## src/rtl/sar_sequencer.sv

```systemverilog
// Successive-approximation sequencer for a 6-bit SAR ADC.
// Generates the sample pulse and the active-low bit strobes d6b..d1b, MSB
// first. It drives the DAC trial code and accumulates the result of the
// binary search.
module sar_sequencer #(
   parameter int unsigned SAMPLE_CYCLES = 4,
   parameter int unsigned SETTLE_CYCLES = 2
) (
   input  logic       clk,
   input  logic       rst_n,
   input  logic       start,
   input  logic       comp_in,
   output logic       sample,
   output logic       d6b,
   output logic       d5b,
   output logic       d4b,
   output logic       d3b,
   output logic       d2b,
   output logic       d1b,
   output logic [5:0] dac_code,
   output logic [5:0] result,
   output logic       busy,
   output logic       done
);

   localparam logic [2:0] ST_IDLE   = 3'd0;
   localparam logic [2:0] ST_SAMPLE = 3'd1;
   localparam logic [2:0] ST_SETTLE = 3'd2;
   localparam logic [2:0] ST_STROBE = 3'd3;
   localparam logic [2:0] ST_DONE   = 3'd4;

   localparam logic [7:0] SAMPLE_LOAD = 8'(SAMPLE_CYCLES - 1);
   localparam logic [7:0] SETTLE_LOAD = 8'(SETTLE_CYCLES - 1);

   logic [2:0] state;
   logic [2:0] nxt_state;
   logic [2:0] bit_idx;
   logic [2:0] nxt_idx;
   logic [7:0] cnt;
   logic [7:0] nxt_cnt;
   logic [5:0] nxt_code;
   logic [5:0] nxt_result;
   logic [5:0] mask;
   logic [5:0] trial;
   logic [5:0] strb;

   assign d6b = strb[5];
   assign d5b = strb[4];
   assign d4b = strb[3];
   assign d3b = strb[2];
   assign d2b = strb[1];
   assign d1b = strb[0];

   // Next-state logic. The registered outputs are derived from the next
   // state, so each output is valid in the same cycle as the state it belongs to.
   always_comb begin
      nxt_state  = state;
      nxt_idx    = bit_idx;
      nxt_cnt    = cnt;
      nxt_code   = dac_code;
      nxt_result = result;
      mask       = 6'b000001 << bit_idx;
      trial      = comp_in ? dac_code : (dac_code & ~mask);
      case (state)
         ST_IDLE: begin
            if (start) begin
               nxt_state = ST_SAMPLE;
               nxt_cnt   = SAMPLE_LOAD;
               nxt_code  = '0;
               nxt_idx   = 3'd5;
            end
         end
         ST_SAMPLE: begin
            if (cnt == 8'd0) begin
               nxt_state = ST_SETTLE;
               nxt_cnt   = SETTLE_LOAD;
               nxt_code  = 6'b100000;
               nxt_idx   = 3'd5;
            end else begin
               nxt_cnt = cnt - 8'd1;
            end
         end
         ST_SETTLE: begin
            if (cnt == 8'd0) begin
               nxt_state = ST_STROBE;
            end else begin
               nxt_cnt = cnt - 8'd1;
            end
         end
         ST_STROBE: begin
            if (bit_idx != 3'd0) begin
               nxt_code  = trial | (mask >> 1);
               nxt_idx   = bit_idx - 3'd1;
               nxt_cnt   = SETTLE_LOAD;
               nxt_state = ST_SETTLE;
            end else begin
               nxt_code   = trial;
               nxt_result = trial;
               nxt_state  = ST_DONE;
            end
         end
         ST_DONE: begin
            nxt_state = ST_IDLE;
            nxt_code  = '0;
         end
         default: begin
            nxt_state = ST_IDLE;
            nxt_code  = '0;
         end
      endcase
   end

   // State and registered outputs, with an asynchronous abort to reset values.
   always_ff @(posedge clk or negedge rst_n) begin
      if (!rst_n) begin
         state    <= ST_IDLE;
         bit_idx  <= 3'd5;
         cnt      <= '0;
         dac_code <= '0;
         result   <= '0;
         sample   <= 1'b0;
         strb     <= '1;
         busy     <= 1'b0;
         done     <= 1'b0;
      end else begin
         state    <= nxt_state;
         bit_idx  <= nxt_idx;
         cnt      <= nxt_cnt;
         dac_code <= nxt_code;
         result   <= nxt_result;
         sample   <= (nxt_state == ST_SAMPLE);
         strb     <= (nxt_state == ST_STROBE) ? ~(6'b000001 << nxt_idx) : '1;
         busy     <= (nxt_state != ST_IDLE);
         done     <= (nxt_state == ST_DONE);
      end
   end

endmodule

```

## config.mk

```make
export PLATFORM = sky130hd
export DESIGN_NAME = sar_sequencer
export DESIGN_NICKNAME = d
export VERILOG_FILES = /design/src/rtl/sar_sequencer.sv
export SDC_FILE = /design/constraint.sdc
export NUM_CORES = 1
export LEC_CHECK = 0
export BUFFER_PORTS_ARGS = -buffer_cell sky130_fd_sc_hd__buf_2
export CORE_UTILIZATION = 55
export DETAILED_ROUTE_END_ITERATION = 8
export PLACE_DENSITY_LB_ADDON = 0.3
export SETUP_SLACK_MARGIN = 0.3
export SYNTH_ARGS = -nofsm -noshare
export SYNTH_HDL_FRONTEND = slang
export SYNTH_SLANG_ARGS = --single-unit
```

## constraint.sdc

```tcl
create_clock -name clk -period 3.1 [get_ports clk]
set_input_delay 0.31 -clock clk [delete_from_list [all_inputs] [get_ports clk]]
set_output_delay 0.31 -clock clk [all_outputs]
set_load 0.05 [all_outputs]
```

# After elaboration in Yosys (flattened, before gate mapping)
# Cells that the tools add are included.
# classes
addsub	2
n_eq_ne	10
shifts	2
n_mux	20
n_bitwise	6
reduce_logical	8
# ops
operator	count
2-to-1 mux 8 bit	4
case mux 8 bit (4 select lines)	1
2-to-1 mux 6 bit	5
case mux 6 bit (4 select lines)	1
2-to-1 mux 3 bit	7
inverter 6 bit	2
case mux 3 bit (4 select lines)	1
<< shifter 1 x 3 -> 6 bit, first input constant	2
== test 3 x 2 -> 1 bit, second input constant	3
case mux 3 bit (3 select lines)	1
logical NOT 8 bit	1
!= test 2 bit, second input constant	4
subtractor 8 x 1 -> 8 bit, second input constant	1
AND 6 bit	1
== test 3 x 1 -> 1 bit, second input constant	2
OR 6 x 5 -> 6 bit	1
nonzero test 3 bit	2
AND reduction 4 bit	1
nonzero test 4 bit	1
== test 3 bit, second input constant	1
logical NOT 3 bit	1
AND reduction 3 bit	1
subtractor 3 x 1 -> 3 bit, second input constant	1
inverter 1 bit	2
AND reduction 2 bit	1
# totals
register_bits	35
input_bits	4
output_inout_bits	21
word_cells	57

# Longest topological paths before layout
# depth
depth_word	7
ltp_mapped	7

# Worst setup path before layout
# No wires, ideal clock.
# synth_timing
path_type	reg2reg
startpoint	reg bit_idx[0]
endpoint	reg cnt[3]
setup_ns	0.078
t_arrival_ns	2.159
path_slack_ns	0.864
path_stages_with_launch	7
path_buffers	0
period_less_slack_ns	2.236
cell_sequence	dfstp_2 > inv_1 > ha_1 > and4b_1 > or4_1 > or3_2 > a21oi_1
# synth_via
elab_chain_len	3
# synth_lines
item	line	source
start: declaration	37	logic [2:0] bit_idx;
start signal: assignment	127	bit_idx <= nxt_idx;
nonzero test 3 bit	91	if (bit_idx != 3'd0) begin
!= test 2 bit (no source line)	--	
AND reduction 4 bit (no source line)	--	
end signal: assignment	128	cnt <= nxt_cnt;
end: declaration	39	logic [7:0] cnt;
# No other way between the ends.
# A chain may end at the register's enable or synchronous reset.

# Worst setup path after layout
# Same ends and word-level chain as after synthesis.

==> flow_summary.ini <==
[clock_network]
post_cts_hold_buffer_count = 0
clock_insertion_delay_worst_skew_ns = 0.34
cts.repair.resized = 0
cts_setup_buffers = 0
tritoncts.num_buffers = 5
cts.reportedPaths.clkPinSlew_ns = 0.10
clock_tree_root_buffer_cell = clkbuf_4
clk_path_buf_depth = 2
tritoncts = yes
cts.sink_count = 35
cts-htree-levels = 2

[place]
gp_congestion = 0.876
worst_setup_slack_after_placement_ns = 0.672
place_hpwl_um = 2960
cell_area_placed_um2 = 1980
io_buffer_count = 24
placedCellCount = 244

[sta]
maxSlewViolCount = 0
clock_skew_ns = 0.00620
layout_setup_ws_ns = 0.644
timing.setup.tns_ns = 0
final_critical_path_time_including_i_o_delays_and_setup_ns = 2.46
maxSlewHeadroom = 0.480
max_freq_mhz = 407
post-route-period-util = 0.792
rsz0062_at_grt = false
hold_viol = 0
slew_at_the_pin_with_the_worst_max_slew_slack_ns = 0.775
setup_viol_count_final = 0

[routing]
finalWirelength_um = 4150
remaining_number_of_nets_flagged_by_the_antenna_check_after_routing = 0
wl_met3_um = 238
detail_route.drc_violations = 0
routed_length_on_met2_um = 2160
drt-pass1-iter-count = 4
wl_per_cell_um = 16.5
viasPerCell = 6.23
dr.first_iter.drc_count = 78
num_vias = 1569
routedLengthMet1_um = 1680
routed.top_layer = met4

[cells_and_area]
layout_commonest_cell = dfrtp_1
nets = 218
area.growth.synth_to_final_pct = 12.1
mostFrequentLayoutCells = dfrtp_1 (27), buf_2 (24), o21ai_0 (13), a21oi_1 (13)
layoutNonFillerInstCount = 252
antenna_cells = 0
postLayoutCellArea_um2 = 2060
final_layout_size_suffix_gt1_frac = 0.245
nFillCells = 269

[setup_path]
cp.required_ns = 3.38
critPathSlowestCell = dfstp_2
worst-endpoint-arrival_ns = 2.73
worstSetupEndpointType = flop
worst_r2r_startpoint = bit_idx[0]$_DFF_PN1_
timing.critical_path.from_type = flop
crit_path_max_incr_delay_ns = 0.59
path_cells = inv_1 -> ha_1 -> and4b_1 -> or4_1 -> or3_2 -> a21oi_1
crit_fanout = 8
timing.critical_path.from = bit_idx[0]$_DFF_PN1_
worst-setup-path-type = flop to flop

[global_routing]
grt_use_total = 0.261
grt_first_pass_wirelength_um = 6750
residual_overflow_from_global_routing = 0
grt_antenna_before_repair = 0
first_global_vias = 1489
grt_max_degree = 36

[die]
die_w_um = 59.9
placementRows = 20
die_h_um = 59.9
design.core.area_um2 = 3100
ios = 25
floorplan.die_area_um2 = 3580
initial_core_util = 0.593

[yosys]
ys_types = 48
syn_avg_cell_area_um2 = 10.0
yosys_most_used_dff = dfrtp_1
postSynth.asyncResetShare = 1.00
post_synth_edffs = 0
postSynthRegisterBits = 35
mappedNetlistNets = 195
synth_warnings = 0
yosysSeqAreaShare = 0.481
postSynthCellCount = 184
synth_area_um2 = 1840

[power_and_ir_drop]
power_density_nw_per_um2 = 1060
p_leak_nw = 0.937
ir_worst_vdd_uv = 513

[flow_run]
cap_viol_max_count = 0

[run_status]
outcome = complete, no violations

[min_path]
timing.hold.worst.class = primary input to asynchronous set/reset pin
-- registers in the layout, summed over array words and instances (netlist names) --
name,cells
bit_idx,3
busy,1
cnt,8
dac_code,6
done,1
result,6
sample,1
state,3
strb,6
-- per-layer routing --
layer | GRT usage | vias up
met5 | 0 | -
met4 | 0.116 | 0
met3 | 0.0671 | 7
met2 | 0.425 | 66
met1 | 0.326 | 768
li1 | - | 728
-- per-stage QoR --
step	hold slack [ns]	total power [mW]	util
CTS	0.0355	2.19	0.665
finish	0.0210	2.19	0.665
global placement	0.411	1.78	0.637
floorplan	0.0144	1.59	-
detailed placement	0.422	1.84	0.637
global route	0.0624	2.33	0.665
-- critical path, delay by kind of cell, from the launching register on --
family                   cells  cell delay, ns
AND/OR/NAND/NOR              3            1.26
buffers and inverters        1            0.10
flip-flops                   1            0.59
adder cells (fa/ha/maj)      1            0.30
AO/OA/AOI/OAI                1            0.14
-- cells in the mapped netlist (2+ instances only) --
library cell	number	area, um^2
dfrtp_1	27	676
a21oi_1	13	65.1
o21ai_0	13	65.1
nand2_1	11	41.3
nor2_1	11	41.3
dfstp_2	8	210
ha_1	7	87.6
inv_1	7	26.3
clkbuf_1	6	22.5
nand3_1	6	30.0
nor3_1	5	25.0
or3_1	5	31.3
a21boi_0	4	30.0
mux2_2	4	45.0
nand4_1	4	25.0
nor2b_1	4	25.0
nor4_1	4	25.0
o2bb2ai_1	4	35.0
mux2i_1	3	30.0
nor3b_1	3	22.5
or4_1	3	22.5
and3_1	2	12.5
nand2b_1	2	12.5
o21bai_1	2	15.0
o31ai_1	2	15.0
or3b_2	2	17.5
-- power by group --
part / leakage [nW] / switching [mW] / internal (mW)
clock: 0.0482 / 0.151 / 0.190
sequential: 0.428 / 0.174 / 0.610
combinational: 0.461 / 0.717 / 0.351
total: 0.937 / 1.04 / 1.15
-- worst paths after layout --
| path | to | slack, ns | cells after the start |
|---|---|---|---|
| worst max-delay path | cnt[3]$_DFFE_PN0P_ | 0.64 | 6 |
| worst min-delay path | done$_DFF_PN0_ | 0.02 | 1 |
| max in group asynchronous | dac_code[1]$_DFFE_PN0P_ | 2.60 | 1 |
| worst min register to register | cnt[0]$_DFFE_PN0P_ | 0.50 | 1 |
| min in group clk | result[0]$_DFFE_PN0P_ | 0.24 | 3 |
| worst max register to register | cnt[3]$_DFFE_PN0P_ | 0.64 | 6 |
-- area by class of cell --
| cell class | count | area [um^2] | area share |
|---|---|---|---|
| clock buffers | 6 | 51.3 | 0.0249 |
| flip-flops and latches | 35 | 886 | 0.429 |
| repair buffers | 24 | 120 | 0.0582 |
| well taps | 44 | 55.1 | 0.0267 |
| clock inverters | 2 | 35.0 | 0.0170 |
| multi-input cells | 134 | 890 | 0.431 |
| inverters | 7 | 26.3 | 0.0127 |
-- kinds of logic (layout without fill, tap and decap cells) --
kind of cell | count (synthesis) | in the layout | share of synthesized area
adders and majority gates | 7 | 7 | 0.0476
muxes | 7 | 7 | 0.0408
buffers and inverters | 15 | 39 | 0.0353
AOI/OAI and AO/OA | 51 | 51 | 0.183
and+or+nand+nor | 69 | 69 | 0.212
DFF | 35 | 35 | 0.481
(Power assumes the default switching activity.)
